File: config.mk
export PLATFORM = sky130hd
export DESIGN_NAME = return_stack
export DESIGN_NICKNAME = d
export VERILOG_FILES = /design/src/rtl/return_stack_pkg.sv /design/src/rtl/rs_ptr.sv /design/src/rtl/return_stack.sv
export SDC_FILE = /design/constraint.sdc
export NUM_CORES = 1
export LEC_CHECK = 0
export CORE_ASPECT_RATIO = 1.4
export CORE_MARGIN = 5
export CORE_UTILIZATION = 34
export CTS_BUF_LIST = sky130_fd_sc_hd__clkbuf_4
export DETAILED_ROUTE_END_ITERATION = 7
export GPL_ROUTABILITY_DRIVEN = 0
export GPL_TIMING_DRIVEN = 0
export PLACE_DENSITY = 0.49
export SLEW_MARGIN = 5
export SYNTH_ARGS = -nofsm -noshare
export SYNTH_HDL_FRONTEND = slang
export SYNTH_HIERARCHICAL = 1
export SYNTH_SLANG_ARGS = --single-unit
File: constraint.sdc
create_clock -name clk -period 7.37 [get_ports clk]
set_input_delay 1.474 -clock clk [delete_from_list [all_inputs] [get_ports clk]]
set_output_delay 1.474 -clock clk [all_outputs]
set_load 0.01 [all_outputs]
File: src/rtl/return_stack_pkg.sv
// Shared constants and operation decode for the return-address stack.
package return_stack_pkg;

  localparam int RS_AW    = 8;
  localparam int RS_DEPTH = 8;
  localparam logic [RS_AW-1:0] RS_RESET_ADDR = 8'h00;

  // One operation is resolved per cycle; flush outranks push/pop.
  typedef enum logic [2:0] {
    RS_IDLE    = 3'd0,
    RS_FLUSH   = 3'd1,
    RS_PUSH    = 3'd2,
    RS_POP     = 3'd3,
    RS_PUSHPOP = 3'd4
  } rs_op_e;

  function automatic rs_op_e rs_decode(input logic flush, input logic push, input logic pop);
    if (flush)             return RS_FLUSH;
    else if (push && pop)  return RS_PUSHPOP;
    else if (push)         return RS_PUSH;
    else if (pop)          return RS_POP;
    else                   return RS_IDLE;
  endfunction

endpackage

File: src/rtl/rs_ptr.sv
// Saturating up/down stack pointer; count doubles as the number of valid entries.
module rs_ptr #(
  parameter int DEPTH = 8,
  parameter int CW    = $clog2(DEPTH + 1)
) (
  input  logic          clk,
  input  logic          rst,
  input  logic          inc,
  input  logic          dec,
  input  logic          clr,
  output logic [CW-1:0] count,
  output logic          empty,
  output logic          full
);

  logic [CW-1:0] count_q;
  logic [CW-1:0] count_d;

  // Next pointer: clear wins, opposing inc/dec cancel, both ends saturate.
  always_comb begin
    count_d = count_q;
    if (clr) begin
      count_d = '0;
    end else if (inc && !dec && (count_q != CW'(DEPTH))) begin
      count_d = count_q + CW'(1);
    end else if (dec && !inc && (count_q != '0)) begin
      count_d = count_q - CW'(1);
    end
  end

  // Pointer register with asynchronous reset to empty.
  always_ff @(posedge clk or posedge rst) begin
    if (rst) count_q <= '0;
    else     count_q <= count_d;
  end

  assign count = count_q;
  assign empty = (count_q == '0);
  assign full  = (count_q == CW'(DEPTH));

endmodule

File: src/rtl/return_stack.sv
// Return-address stack: CALL pushes PC+1, RET pops; top is visible combinationally.
module return_stack
  import return_stack_pkg::*;
#(
  parameter int DEPTH = RS_DEPTH,
  parameter int AW    = RS_AW
) (
  input  logic                       clk,
  input  logic                       rst,
  input  logic                       push,
  input  logic [AW-1:0]              push_addr,
  input  logic                       pop,
  input  logic                       flush,
  input  logic                       clr_err,
  output logic [AW-1:0]              top_addr,
  output logic                       empty,
  output logic                       full,
  output logic [$clog2(DEPTH+1)-1:0] count,
  output logic                       overflow,
  output logic                       underflow
);

  localparam int CW = $clog2(DEPTH + 1);
  localparam int IW = (DEPTH > 1) ? $clog2(DEPTH) : 1;

  // Entry storage is intentionally not reset; an empty stack masks it.
  logic [AW-1:0] mem [DEPTH];

  rs_op_e        op;
  logic          ptr_inc;
  logic          ptr_dec;
  logic          ptr_clr;
  logic          wr_en;
  logic [IW-1:0] wr_idx;
  logic [IW-1:0] rd_idx;
  logic          ovf_set;
  logic          unf_set;
  logic          overflow_q, overflow_d;
  logic          underflow_q, underflow_d;

  rs_ptr #(
    .DEPTH (DEPTH),
    .CW    (CW)
  ) u_ptr (
    .clk   (clk),
    .rst   (rst),
    .inc   (ptr_inc),
    .dec   (ptr_dec),
    .clr   (ptr_clr),
    .count (count),
    .empty (empty),
    .full  (full)
  );

  assign op     = rs_decode(flush, push, pop);
  assign rd_idx = IW'(count - CW'(1));

  // Resolve the operation into pointer moves, a write slot and error events.
  always_comb begin
    ptr_inc = 1'b0;
    ptr_dec = 1'b0;
    ptr_clr = 1'b0;
    wr_en   = 1'b0;
    wr_idx  = IW'(count);
    ovf_set = 1'b0;
    unf_set = 1'b0;
    case (op)
      RS_FLUSH: ptr_clr = 1'b1;
      RS_PUSH: begin
        if (full) begin
          ovf_set = 1'b1;
        end else begin
          wr_en   = 1'b1;
          wr_idx  = IW'(count);
          ptr_inc = 1'b1;
        end
      end
      RS_POP: begin
        if (empty) unf_set = 1'b1;
        else       ptr_dec = 1'b1;
      end
      RS_PUSHPOP: begin
        // Replacing the top never grows the stack, so it is legal when full.
        // From empty the pop underflows and the push still lands in slot 0.
        wr_en = 1'b1;
        if (empty) begin
          unf_set = 1'b1;
          wr_idx  = '0;
          ptr_inc = 1'b1;
        end else begin
          wr_idx  = rd_idx;
        end
      end
      default: ;
    endcase
  end

  // Entry write port; only accepted pushes reach the array.
  always_ff @(posedge clk) begin
    if (wr_en) mem[wr_idx] <= push_addr;
  end

  // Sticky flags: a fresh error beats a simultaneous clear.
  always_comb begin
    overflow_d  = ovf_set | (overflow_q  & ~clr_err);
    underflow_d = unf_set | (underflow_q & ~clr_err);
  end

  // Error flag registers with asynchronous reset.
  always_ff @(posedge clk or posedge rst) begin
    if (rst) begin
      overflow_q  <= 1'b0;
      underflow_q <= 1'b0;
    end else begin
      overflow_q  <= overflow_d;
      underflow_q <= underflow_d;
    end
  end

  assign top_addr  = empty ? AW'(RS_RESET_ADDR) : mem[rd_idx];
  assign overflow  = overflow_q;
  assign underflow = underflow_q;

endmodule

; Word level (Yosys, flattened, before mapping)
; Memories as Yosys holds them, arrays and structs flattened.
; Cells that the tools add are included.
[totals]
register_bits = 6
latch_bits = 0
ramBits = 64
romBits = 0
in_bits = 14
output_inout_bits = 16
n_memories = 1
[classes]
add_sub_neg = 2
n_mul = 0
div_mod_pow = 0
order_cmp = 0
eq_ne = 6
shift = 0
muxes = 22
n_bitwise = 5
reduce_logical = 11
[mem_list]
columns = memory, depth, width, read_ports, rd_ports_with_merged_regs, write_ports, line
row1 = mem, 8, 8, 1, 0, 1, return_stack.sv:27  ; logic [AW-1:0] mem [DEPTH];
[ops]
columns = operator, count
row1 = $mux 3, 4
row2 = $mux 4, 3
row3 = $mux 1, 10
row4 = $mux 8, 1
row5 = $eq 3x2->1 const B, 2
row6 = $logic_and 1x1->1, 5
row7 = $add 4x1->4 const B, 1
row8 = $eq 4x4->1 const B, 1
row9 = $logic_not 4->1, 1
row10 = $mux 2, 2
row11 = $ne 4x4->1 const B, 1
row12 = $pmux 1 s2, 2
row13 = $reduce_bool 4->1, 1
row14 = $sub 4x1->4 const B, 1
row15 = $eq 3x1->1 const B, 1
row16 = $eq 3x3->1 const B, 1
row17 = $reduce_bool 3->1, 1
row18 = $and 1x1->1, 2
row19 = $logic_not 1->1, 2
row20 = $or 1x1->1, 2
row21 = $reduce_or 2->1, 1
row22 = $not 1->1, 1

; Longest topological paths before layout
; Gate-level depths: netlist (run 1).
[depth]
ltp_word = 12
depth_mapped = 12
ltp_nobuf = 12

; Hierarchy
; The synthesis (run 1) kept the hierarchy.
[by_module_without_submodules]
columns = mod, instances, cells_each, area_each_um2, seq_area_each_um2
row1 = return_stack, 1, 182, 2866.5, 1971.9
row2 = rs_ptr, 1, 40, 351.6, 100.1

; Worst setup path before layout (run 1)
; No wires, ideal clock.
[synth_timing]
path_kind = input to register
start = input push
end = register u_ptr.count_q[3], in the netlist u_ptr/count[3]
t_arrival_ps = 3913
t_required_ps = 7288
slack_ps = 3375
path_stages = 12
path_buffers = 0
path_cell_list = inv_1 -> ha_1 -> nor3_1 -> a31oi_1 -> nor3_1 -> nand2b_1 -> or2_2 -> ha_1 -> a21oi_1 -> nand2_1 -> mux2_2 -> a31oi_1
[synth_rtl]
columns = item, line
row1 = from (decl), return_stack.sv:10  ; input logic push,
row2 = $mux 2 or $logic_and 1x1->1 (tied branches), "return_stack_pkg.sv:20, return_stack_pkg.sv:19"
row3 = $mux 3 *, return_stack_pkg.sv:19  ; else if (push && pop) return RS_PUSHPOP;
row4 = $mux 3 *, return_stack_pkg.sv:18  ; if (flush) return RS_FLUSH;
row5 = $eq 3x3->1 or $eq 3x2->1 (tied branches), return_stack.sv:67  ; case (op)
row6 = $pmux 1 s2 *, return_stack.sv:67
row7 = net ptr_inc, return_stack.sv:30  ; logic ptr_inc;
row8 = $logic_and 1x1->1 or $logic_not 1->1 (tied branches), "rs_ptr.sv:24, rs_ptr.sv:26"
row9 = $logic_and 1x1->1 (on tied branches), "rs_ptr.sv:24, rs_ptr.sv:26"
row10 = $mux 4 or $logic_and 1x1->1 (tied branches), "rs_ptr.sv:24, rs_ptr.sv:26"
row11 = $mux 4 or $reduce_bool 3->1 (tied branches), n/a
row12 = to (signal assigned), rs_ptr.sv:34  ; else count_q <= count_d;
row13 = to (decl), rs_ptr.sv:16  ; logic [CW-1:0] count_q;
; Mark *: on every way through the listed nets, which the timed path passes. The rest lies on a longest branch.
; A chain may end at the register's enable or synchronous reset.

; Worst setup path after layout (run 1)
[layout_timing]
start = register u_ptr.count_q[0], in the netlist u_ptr/count[0]
end = output top_addr[0]
[layout_between]
elab_chain_cells = 3
[layout_lines]
columns = item, line
row1 = $sub 4x1->4, n/a
row2 = $mem_v2 8x8, n/a
row3 = $mux 8 *, return_stack.sv:120  ; assign top_addr = empty ? AW'(RS_RESET_ADDR) : mem[rd_idx];
row4 = to (decl), return_stack.sv:15  ; output logic [AW-1:0] top_addr,
; Mark *: on every way between the ends. The rest lies on a longest branch, timed or not.

==> impl_metrics.yaml, run 1 <==
synthesis:
  synth_xor_area_share_pct: 1.94
  yosys.area_share.simple_pct: 8.75
  synth_seq_cells: 70
  ys_warn_count: 6
  synth-compound-area-share_pct: 7.15
  synthCells: 222
  syn_area_per_cell_um2: 14.5
  synth_top_family_by_area: "multiplexers"
  seq_area_frac_synth_pct: 64.4
  ys_types: 42
  synth_fa_ha_area_share_pct: 2.57
  synth_mux_area_share_pct: 11.9
  synthesis.area_mm2: 0.00322
  syn_nets: 242
clock_network:
  ctsResizeCount: 0
  clkTransAtPathRegs_ns: 0.11
  cts_tree: "built"
  cts_root_buf: "clkbuf_4"
  numCtsBuffers: 9
  clk_latency_ns: 0.43
  clock-sinks: 70
  holdBufCountCts: 0
  h-tree-depth: 3
  cts_setup_buffers: 0
  clock_path_buffers: 2
grt:
  grt.overflow.total: 0
  grt_pass1_wl_um: 11900
  first_global_vias: 2139
  antenna_found_initial: 1
  grt_max_degree: 13
  grt_usage_pct: 14.0
sta:
  final-max-slew-violation-count: 0
  fin_crit_sh_pct: 62.7
  tns_ns: 0
  final-hold-violation-count: 0
  finalCriticalPeriod_ns: 4.62
  relSlewSlack_pct: 29.9
  fmaxAchievable_mhz: 216
  rsz0062_at_grt: "no"
  fin_skew_ns: 0.0147
  setup_violations: 0
  worstMarginPinSlew_ns: 1.05
die:
  die_h_um: 125
  die_area_mm2: 0.0115
  fp.dieW_um: 92.2
  start_util_pct: 34.4
  rows: 42
  boundaryPins: 30
  core_mm2: 0.00935
worst_setup_path:
  r2r_end: "u_ptr/count[3]$_DFFE_PP0P_"
  worstPathMaxFanout: 11
  r2r.worst_path.cells: 12
  cp-start-kind: "register"
  arrival_ns: 3.15
  cp.required_ns: 5.90
  end_kind: "output port"
  path_class: "reg2out"
  r2r_slack_ns: 3.30
  reg2reg_from: "u_ptr/count[1]$_DFFE_PP0P_"
power_and_ir_drop:
  power_density_mw_per_mm2: 249
  worst_ir_drop_vdd_mv: 0.0896
  p_leak_nw: 1.27
cells_and_area:
  finalNonFillerCells: 378
  final_nets: 282
  drive_above_1_share_pct: 22.5
  area_growth_pct: 17.4
  mostFrequentLayoutCell: "edfxtp_1"
  mostFrequentLayoutCells: "64 x edfxtp_1, 31 x mux2_2, 29 x clkdlybuf4s50_1"
detailed_routing:
  wl_um: 7440
  drt_iter0_drc: 85
  drt-pass1-iter-count: 4
  drc_errors: 0
  drtAntennaViolNets: 0
  via_count: 1945
  wl_per_cell_um: 19.7
  via_per_inst: 5.15
hold_path:
  min_to: "overflow$_DFF_PP0_"
  worstHoldStart: "overflow$_DFF_PP0_"
  hold_depth: 2
  min_path_type: "reg2reg"
job:
  max_cap_viol_count: 0
placement:
  port_buffers: 29
  dp_hpwl_um: 4930
  placed_cells: 361
status:
  outcome: "finished, final reports clean"
## worst max-delay path by stage
stage	start	endpoint	slack [ns]
2_1_floorplan	push	u_ptr/count[3]$_DFFE_PP0P_	3.38
3_3_place_gp	push	u_ptr/count[3]$_DFFE_PP0P_	2.56
3_5_place_dp	push	u_ptr/count[3]$_DFFE_PP0P_	2.51
4_1_cts	u_ptr/count[0]$_DFFE_PP0P_	top_addr[0]	2.65
5_1_grt	u_ptr/count[0]$_DFFE_PP0P_	top_addr[0]	2.51
6_report	u_ptr/count[0]$_DFFE_PP0P_	top_addr[0]	2.75
## Yosys cell counts
cell / instances / share of area (%)
a211oi_1: 1 / 0.23
nand2_1: 12 / 1.4
nor4b_2: 1 / 0.47
nor4b_1: 1 / 0.27
a2bb2oi_1: 1 / 0.27
dfrtp_1: 6 / 4.7
nand3_1: 3 / 0.47
nand4bb_1: 1 / 0.35
xnor2_4: 1 / 0.86
nor2b_1: 1 / 0.19
o21a_1: 1 / 0.23
and2_2: 1 / 0.23
or2_2: 1 / 0.19
a22oi_4: 1 / 0.66
a32o_1: 1 / 0.31
mux2_2: 31 / 11
a32oi_1: 1 / 0.27
nor3_1: 11 / 1.7
buf_4: 2 / 0.47
nor3_2: 1 / 0.31
buf_6: 4 / 1.4
and3_1: 1 / 0.19
nand2b_1: 2 / 0.39
xor2_1: 2 / 0.54
mux2_1: 2 / 0.70
o21ai_0: 1 / 0.16
edfxtp_1: 64 / 60
a31oi_1: 3 / 0.58
o21bai_1: 1 / 0.23
inv_1: 10 / 1.2
o2bb2ai_1: 1 / 0.27
mux2i_1: 1 / 0.31
or3_1: 1 / 0.19
o22ai_1: 17 / 3.3
nor2_1: 17 / 2.0
buf_2: 2 / 0.31
fa_1: 1 / 0.62
ha_1: 5 / 1.9
xnor2_1: 2 / 0.54
nand2_2: 2 / 0.39
o21ai_1: 1 / 0.16
a21oi_1: 3 / 0.47
## layout make-up
type,instances,area (um^2)
fillers,931,5580
flip-flops and latches,70,2070
multi-input cells,134,1040
repair buffers,29,290
well taps,110,138
clock buffers,10,75.1
plain buffers,8,70.1
clock inverters,6,53.8
inverters,10,37.5
diodes,1,2.50
## critical path, stage by stage, from the launching register on
cell	delay [ns]
dfrtp_1	0.62
inv_1	0.20
ha_1	0.33
xor2_1	0.20
nand2_1	0.38
o22ai_1	0.15
nor3_1	0.25
clkdlybuf4s50_1	0.58
## power by group
group | switching [mW] | leakage, nW | internal, mW | total (mW)
sequential | 0.00784 | 0.658 | 0.444 | 0.452
clock | 0.133 | 0.0689 | 0.103 | 0.236
combinational | 0.133 | 0.546 | 0.118 | 0.251
## through the flow
step	cell area [um^2]	utilization (%)	worst slack, ns	hold slack, ns	power (mW)
6_report	3780	40.4	2.75	0.526	0.939
5_1_grt	3780	40.4	2.51	0.574	0.990
4_1_cts	3770	40.4	2.65	0.532	0.952
3_5_place_dp	3650	39.0	2.51	0.514	0.716
3_3_place_gp	3650	39.0	2.56	0.514	0.715
2_1_floorplan	3220	-	3.38	0.549	0.618
## state kept, by name, indices dropped and copies added (netlist names)
register and flops:
overflow 1, mem 64, underflow 1, u_ptr/count 4
## logic make-up after synthesis
kind of cell	count (synthesis)
DFF	70
and+or+nand+nor	56
muxes	34
AOI/OAI and AO/OA	33
buffers and inverters	18
adders and majority gates	6
xor gates and xnor gates	5
## layer usage
layer	up-vias	share of wire (%)	track usage, %
met2	35	51	23.5
met1	970	43	16.7
met5	-	0	0
li1	927	-	-
met4	0	2.4	6.12
met3	13	3.0	3.85
No activity file was read; power rests on OpenSTA's default activity.
==> run 2, diff against run 1 <==
==> constraint.sdc (replaced) <==
create_clock -name clk -period 4.85 [get_ports clk]
set_input_delay 0.97 -clock clk [delete_from_list [all_inputs] [get_ports clk]]
set_output_delay 0.97 -clock clk [all_outputs]
set_load 0.01 [all_outputs]
==> results of run 2 <==
The final DEF is identical to that of run 1. Status: finished, final reports clean.
Main changes from that run: setup slack after placement 2.51 ns -> 0.498 ns; setup slack after layout 2.75 ns -> 0.731 ns; register-to-register setup slack 3.30 ns -> 0.78 ns; total power 0.939 mW -> 1.43 mW; worst IR drop on VDD 0.0896 mV -> 0.136 mV
